==> src/rtl/alu_arbiter.sv <==
// Two-requester ALU front end: a round-robin arbiter picks one request,
// latches its operands, computes the result in a single EXEC cycle and holds
// it in DONE until the consumer accepts it.
module alu_arbiter #(
  parameter int W = 4
) (
  input  logic         clk,
  input  logic         rst,
  input  logic         req0,
  input  logic         req1,
  input  logic [W-1:0] A0,
  input  logic [W-1:0] B0,
  input  logic [W-1:0] A1,
  input  logic [W-1:0] B1,
  input  logic [1:0]   op0,
  input  logic [1:0]   op1,
  input  logic         rdy,
  output logic         gnt0,
  output logic         gnt1,
  output logic [W-1:0] S,
  output logic         Ov,
  output logic         valid,
  output logic         id,
  output logic         busy
);

  typedef enum logic [1:0] {
    IDLE = 2'b00,
    EXEC = 2'b01,
    DONE = 2'b10
  } state_e;

  typedef enum logic [1:0] {
    OP_ADD = 2'b00,
    OP_SUB = 2'b01,
    OP_AND = 2'b10,
    OP_OR  = 2'b11
  } op_e;

  state_e         state_q, state_d;
  logic           last_q, last_d;   // requester served most recently
  logic           win_q, win_d;     // owner of the operation in flight
  logic [W-1:0]   a_q, a_d;
  logic [W-1:0]   b_q, b_d;
  op_e            op_q, op_d;
  logic [W-1:0]   s_q, s_d;
  logic           ov_q, ov_d;
  logic           valid_q, valid_d;
  logic           id_q, id_d;

  logic           pick;             // arbitration winner this cycle
  logic [W-1:0]   sum, diff, res;
  logic           res_ov;

  // With contention the requester not served last wins; otherwise the lone requester wins.
  assign pick = (req0 && req1) ? ~last_q : req1;

  assign sum  = a_q + b_q;
  assign diff = a_q - b_q;

  // Result and signed overflow of the latched operation.
  always_comb begin
    // NOTE: every variable written in a combinational block gets a default
    // first, so no path can leave it unassigned and infer a latch.
    res    = '0;
    res_ov = 1'b0;
    unique case (op_q)
      OP_ADD: begin
        res    = sum;
        res_ov = (a_q[W-1] == b_q[W-1]) && (sum[W-1] != a_q[W-1]);
      end
      OP_SUB: begin
        res    = diff;
        res_ov = (a_q[W-1] != b_q[W-1]) && (diff[W-1] != a_q[W-1]);
      end
      OP_AND: res = a_q & b_q;
      OP_OR:  res = a_q | b_q;
    endcase
  end

  // Next-state and next-value logic for the IDLE/EXEC/DONE sequence.
  always_comb begin
    state_d = state_q;
    last_d  = last_q;
    win_d   = win_q;
    a_d     = a_q;
    b_d     = b_q;
    op_d    = op_q;
    s_d     = s_q;
    ov_d    = ov_q;
    valid_d = valid_q;
    id_d    = id_q;
    case (state_q)
      IDLE: begin
        if (req0 || req1) begin
          state_d = EXEC;
          last_d  = pick;
          win_d   = pick;
          a_d     = pick ? A1 : A0;
          b_d     = pick ? B1 : B0;
          op_d    = op_e'(pick ? op1 : op0);
        end
      end
      EXEC: begin
        state_d = DONE;
        s_d     = res;
        ov_d    = res_ov;
        id_d    = win_q;
        valid_d = 1'b1;
      end
      DONE: begin
        if (rdy) begin
          state_d = IDLE;
          valid_d = 1'b0;
        end
      end
      default: state_d = IDLE;
    endcase
  end

  // Control and result registers with synchronous reset.
  always_ff @(posedge clk) begin
    // NOTE: sequential state uses non-blocking assignments so every register
    // samples pre-edge values regardless of statement order.
    if (rst) begin
      state_q <= IDLE;
      last_q  <= 1'b1;
      win_q   <= 1'b0;
      s_q     <= '0;
      ov_q    <= 1'b0;
      valid_q <= 1'b0;
      id_q    <= 1'b0;
    end else begin
      state_q <= state_d;
      last_q  <= last_d;
      win_q   <= win_d;
      s_q     <= s_d;
      ov_q    <= ov_d;
      valid_q <= valid_d;
      id_q    <= id_d;
    end
  end

  // Operand latch, written only on the IDLE->EXEC edge.
  always_ff @(posedge clk) begin
    // NOTE: operand registers are deliberately left without reset; they are
    // always loaded before being consumed, so a reset would only cost logic.
    a_q  <= a_d;
    b_q  <= b_d;
    op_q <= op_d;
  end

  assign gnt0  = (state_q == EXEC) && !win_q;
  assign gnt1  = (state_q == EXEC) &&  win_q;
  assign busy  = (state_q != IDLE);
  assign S     = s_q;
  assign Ov    = ov_q;
  assign valid = valid_q;
  assign id    = id_q;

endmodule

==> config.mk <==
export PLATFORM = sky130hd
export DESIGN_NAME = alu_arbiter
export DESIGN_NICKNAME = d
export VERILOG_FILES = /design/src/rtl/alu_arbiter.sv
export SDC_FILE = /design/constraint.sdc
export NUM_CORES = 1
export LEC_CHECK = 0
export ABC_AREA = 1
export CORE_MARGIN = 2
export CORE_UTILIZATION = 47
export CTS_CLUSTER_SIZE = 12
export DETAILED_ROUTE_END_ITERATION = 6
export PLACE_DENSITY = 0.8
export SYNTH_ARGS = -nofsm -noshare
export SYNTH_HDL_FRONTEND = slang
export SYNTH_SLANG_ARGS = --single-unit
==> constraint.sdc <==
create_clock -name clk -period 2 [get_ports clk]
set_input_delay 0.4 -clock clk [delete_from_list [all_inputs] [get_ports clk]]
set_output_delay 0.4 -clock clk [all_outputs]
set_load 0.01 [all_outputs]
After elaboration in Yosys (flattened, before gate mapping)
Cells that the tools add are included.

storage, ports and cells
  logic and storage cells = 51
  input bits = 25
  bits in registers = 21

operators by class
  bitwise logic cells = 3
  reduce and logical (&&, ||, !) cells = 14
  equal/unequal tests = 11
  muxes and demuxes = 11
  $add $sub $neg = 2

operators by type and width
  kind                                                              number
  4-bit one-hot mux with 4 select lines                             1
  4-bit 2-to-1 mux                                                  2
  2-bit == test (second input constant)                             3
  2-bit 2-to-1 mux                                                  3
  2-bit one-hot mux with 3 select lines                             1
  2-bit AND reduction                                               3
  1-bit logical AND                                                 5
  4-bit adder                                                       1
  4-bit AND                                                         1
  2-bit by 1-bit == test with 1-bit output (second input constant)  2
  2-bit logical NOT                                                 2
  2-bit != test (second input constant)                             2
  4-bit OR                                                          1
  1-bit one-hot mux with 2 select lines                             2
  2-bit nonzero test                                                2
  4-bit subtractor                                                  1
  1-bit != test                                                     3
  1-bit 2-to-1 mux                                                  2
  1-bit == test                                                     1
  1-bit logical NOT                                                 1
  1-bit logical OR                                                  1
  1-bit NOT                                                         1

Logic depth before layout (Yosys ltp)
Gate-level depths: netlist of the first run.

  depth after elaboration = 4
  depth in mapped cells = 11
  mapped depth without buffers = 11

Worst setup path before layout of the first run
No wires, ideal clock.

  path type = flip-flop to flip-flop
  from = register a_q[0]
  to = register s_q[1], in the netlist S[1]
  path slack = 469 ps
  cell stages (with the launch flop) = 7
  buffers on the path = 0
  arrival = 1404 ps
  data required time = 1872 ps
  path through = edfxtp_1 inv_1 ha_1 inv_1 fa_1 a221oi_1 a21oi_1

between the ends
  longest elaborated chain between the ends = 2
  elaborated cells between the ends (all ways) = 3
  those cells by class = add/sub: 2; mux: 1

RTL lines
  item                                                    RTL line  RTL
  from (decl)                                             43        logic [W-1:0] a_q, a_d;
  from (signal assigned)                                  148       a_q <= a_d;
  4-bit subtractor / 4-bit adder (equally long branches)  59, 58
  4-bit one-hot mux with 4 select lines *                 67        unique case (op_q)
  to (signal assigned)                                    129       s_q <= '0;
  to (signal assigned)                                    137       s_q <= s_d;
  to (decl)                                               46        logic [W-1:0] s_q, s_d;

Every way passes the cells marked *; elsewhere a longest branch is shown, timed or not.
A chain may end at the register's enable or synchronous reset.

Worst setup path after layout of the first run
  from = register state_q[1]
  to = output busy

between the ends
  longest elaborated chain between the ends = 1

RTL lines
  item                    RTL line  RTL
  from (decl)             40        state_e state_q, state_d;
  from (signal assigned)  134       state_q <= state_d;
  2-bit nonzero test      155       assign busy = (state_q != IDLE);
  to (decl)               24        output logic busy

No other way between the ends.

==> results of run 1 <==
-- metal layers --
metal	global-route usage [%]	vias to the layer above	wire, µm
met5	0	-	0
met4	8.84	0	60
met3	3.49	8	137
met2	30.9	43	1310
met1	21.1	537	1130
li1	-	607	-
-- final cells by class --
type | instances | area (µm²) | share of cell area [%]
Tap cell | 30 | 37.5 | 2.21
Sequential cell | 21 | 520 | 30.7
Multi-Input combinational cell | 121 | 659 | 38.8
Clock inverter | 1 | 7.51 | 0.442
Clock buffer | 3 | 22.5 | 1.33
Timing Repair Buffer | 37 | 364 | 21.4
Inverter | 23 | 86.3 | 5.08
-- power by group --
group | internal (mW) | total [mW] | switching [mW]
Combinational | 0.191 | 0.413 | 0.222
Sequential | 0.508 | 0.544 | 0.0357
Clock | 0.0764 | 0.206 | 0.130
-- critical path, delay by kind of cell, from the launching register on --
| family | cells | cell delay (ps) |
|---|---|---|
| buffers and inverters | 2 | 620 |
| DFF | 1 | 430 |
| and+or+nand+nor | 1 | 110 |
-- synth_stat cells --
master / instances / area share (%)
clkbuf_1: 2 / 0.59
nand2_1: 58 / 17
a311oi_1: 1 / 0.69
or2_1: 1 / 0.49
a221oi_1: 1 / 0.69
nand2_2: 1 / 0.49
nand3b_1: 1 / 0.59
nor2_1: 19 / 5.6
dfxtp_1: 11 / 17
o21ai_0: 6 / 2.4
nor2_4: 1 / 0.88
a21oi_2: 2 / 1.4
o22ai_1: 1 / 0.49
a21oi_1: 5 / 2.0
edfxtp_1: 10 / 24
inv_1: 23 / 6.8
a31oi_1: 2 / 0.98
xnor2_1: 2 / 1.4
fa_1: 2 / 3.1
ha_1: 11 / 11
nor3_1: 1 / 0.39
nand3_1: 6 / 2.4
-- how the worst max path moves through the flow --
stage | to | depth (start not counted)
2_1_floorplan | S[1] | 6
3_3_place_gp | gnt0 | 5
3_5_place_dp | gnt0 | 5
4_1_cts | gnt1 | 5
5_1_grt | busy | 3
6_report | busy | 3
-- what timing repair did --
action / CTS / global route
cloned: 0 / 0
setup buffers: 1 / 0
pin swaps: 1 / 0
gates resized for setup: 2 / 1
setup endpoints to repair: 2 / 1
-- cells by family after synthesis --
logic type                 after synthesis  synth area share, %
adders and majority gates               13                 13.9
DFF                                     21                 40.9
AOI/OAI and AO/OA                       18                 8.55
xor gates and xnor gates                 2                 1.38
buffers and inverters                   25                 7.37
and+or+nand+nor                         88                 27.9
-- metrics by stage --
stage                     area, µm²  hold slack, ps  util, %  setup slack [ps]  std cells
final                          1700             487     67.3               126        236
after global routing           1700             512     67.3              73.4        236
after CTS                      1700             489     67.2              38.1        236
after detailed placement       1660             464     65.8               177        231
after global placement         1660             444     65.8               221        231
after floorplan                1270             429        -               469        167
-- state kept, by name, indices dropped and copies added, names as in the netlist --
signal / count
op_q: 2
state_q: 2
a_q: 4
win_q: 1
last_q: 1
valid: 1
b_q: 4
Ov: 1
id: 1
S: 4
-- cell usage in the layout (no fill, tap or decap), types with 2 or more instances in the layout --
| cell | synthesis | layout |
|---|---|---|
| ha_1 | 11 | 11 |
| edfxtp_1 | 10 | 10 |
| o21ai_0 | 6 | 6 |
| nand2_1 | 58 | 58 |
| inv_1 | 23 | 22 |
| a31oi_1 | 2 | 2 |
| buf_4 | 0 | 3 |
| fa_1 | 2 | 2 |
| a21oi_2 | 2 | 2 |
| dfxtp_1 | 11 | 11 |
| clkbuf_4 | 0 | 3 |
| nand3_1 | 6 | 6 |
| xnor2_1 | 2 | 2 |
| a21oi_1 | 5 | 5 |
| clkdlybuf4s50_1 | 0 | 32 |
| nor2_1 | 19 | 19 |
==> flow_metrics.env, run 1 <==
export IMPL_insertion_delay_ps=310
export IMPL_area_growth_pct=33.3
export IMPL_cts_buffers=3
export IMPL_die_w_um=56.1
export IMPL_maxCapViolations=0
export IMPL_reg2regPathDepth=6
export IMPL_antenna_found_initial=0
export IMPL_die_h_um=56.1
export IMPL_r2r_end="S[1]"
export IMPL_antenna_cells=0
export IMPL_worstHoldStart="S[3]"
export IMPL_max_freq_ghz=0.534
export IMPL_synth_cells=167
export IMPL_skew_ps=0.756
export IMPL_cp_slowest_cell="clkdlybuf4s50_1"
export IMPL_reg2reg_from="a_q[0]"
export IMPL_min_path_cells=2
export IMPL_leakagePower_nw=0.812
export IMPL_wire_per_inst_um=11.2
export IMPL_outcome="complete, no violations"
export IMPL_crit_fanout=4
export IMPL_port_buffers=34
export IMPL_p_per_area_nw_per_um2=685
export IMPL_start_util_pct=50.5
export IMPL_cp_arrival_ps=1470
export IMPL_wl_mm=2.64
export IMPL_yosysUniqueCellTypes=22
export IMPL_timing_final_crit_share_pct=93.7
export IMPL_io_pins=35
export IMPL_nets=245
export IMPL_setup_viol=0
export IMPL_place_hpwl_mm=2.19
export IMPL_fin_total_pwr_mw=1.16
export IMPL_first_pass_iters=4
export IMPL_overflow=0
export IMPL_fp_dieArea_um2=3140
export IMPL_fin_tns_setup_ps=0
export IMPL_num_vias=1195
export IMPL_ys_seq_area_share_pct=40.9
export IMPL_root_buffer="clkbuf_4"
export IMPL_cts_tree="yes"
export IMPL_worst_slew_pin_slew_ps=349
export IMPL_slew_violations=0
export IMPL_routabilityCongestion=0.889
export IMPL_max_slew_margin_pct=76.7
export IMPL_crit_start="state_q[1]"
export IMPL_ant_nets=0
export IMPL_synthesis_nets=205
export IMPL_grt_pass1_wl_mm=4.55
export IMPL_hold_path_class="reg -> reg"
export IMPL_crit_chain="nor2_1 -> inv_1 -> clkdlybuf4s50_1"
export IMPL_htreeDepth=1
export IMPL_rsz0062_at_grt="false"
export IMPL_worstPathRequired_ps=1600
export IMPL_clock_path_buffers=2
export IMPL_vdd_drop_max_v=0.000457
export IMPL_cts_sinks=21
export IMPL_ys_warn_count=0
export IMPL_placement_rows=18
export IMPL_groute_usage_overall_pct=17.9
export IMPL_syn_area_um2=1270
export IMPL_reg2reg_slack_ps=330
export IMPL_min_period_ps=1870
export IMPL_cp_start_kind="flop"
export IMPL_grt_pass1_vias=1161
export IMPL_coreArea_um2=2520
export IMPL_cpPeakStageDelay_ps=550
export IMPL_drtIter0Drc=28
export IMPL_drc=0
export IMPL_hold_viol_final=0
export IMPL_drive_gt1_share_pct=5.83
export IMPL_path_clk_slew_ps=110
export IMPL_crit_type="reg -> out"
export IMPL_via_per_inst=5.06
export IMPL_hold_buffers=0
export IMPL_crit_path_end_kind="primary output"
export IMPL_min_to="S[3]"
export IMPL_avgSynthCellArea_um2=7.63
export IMPL_fill_cells=222
export IMPL_grt_max_degree=14
export IMPL_synth_seq_cells=21
(Power assumes the default switching activity.)
==> run 2: changes to the inputs <==
SKIP_LAST_GASP = 1   (was not set)
==> results of run 2 <==
No change in the layout: final DEF, timing and power equal those of run 1.
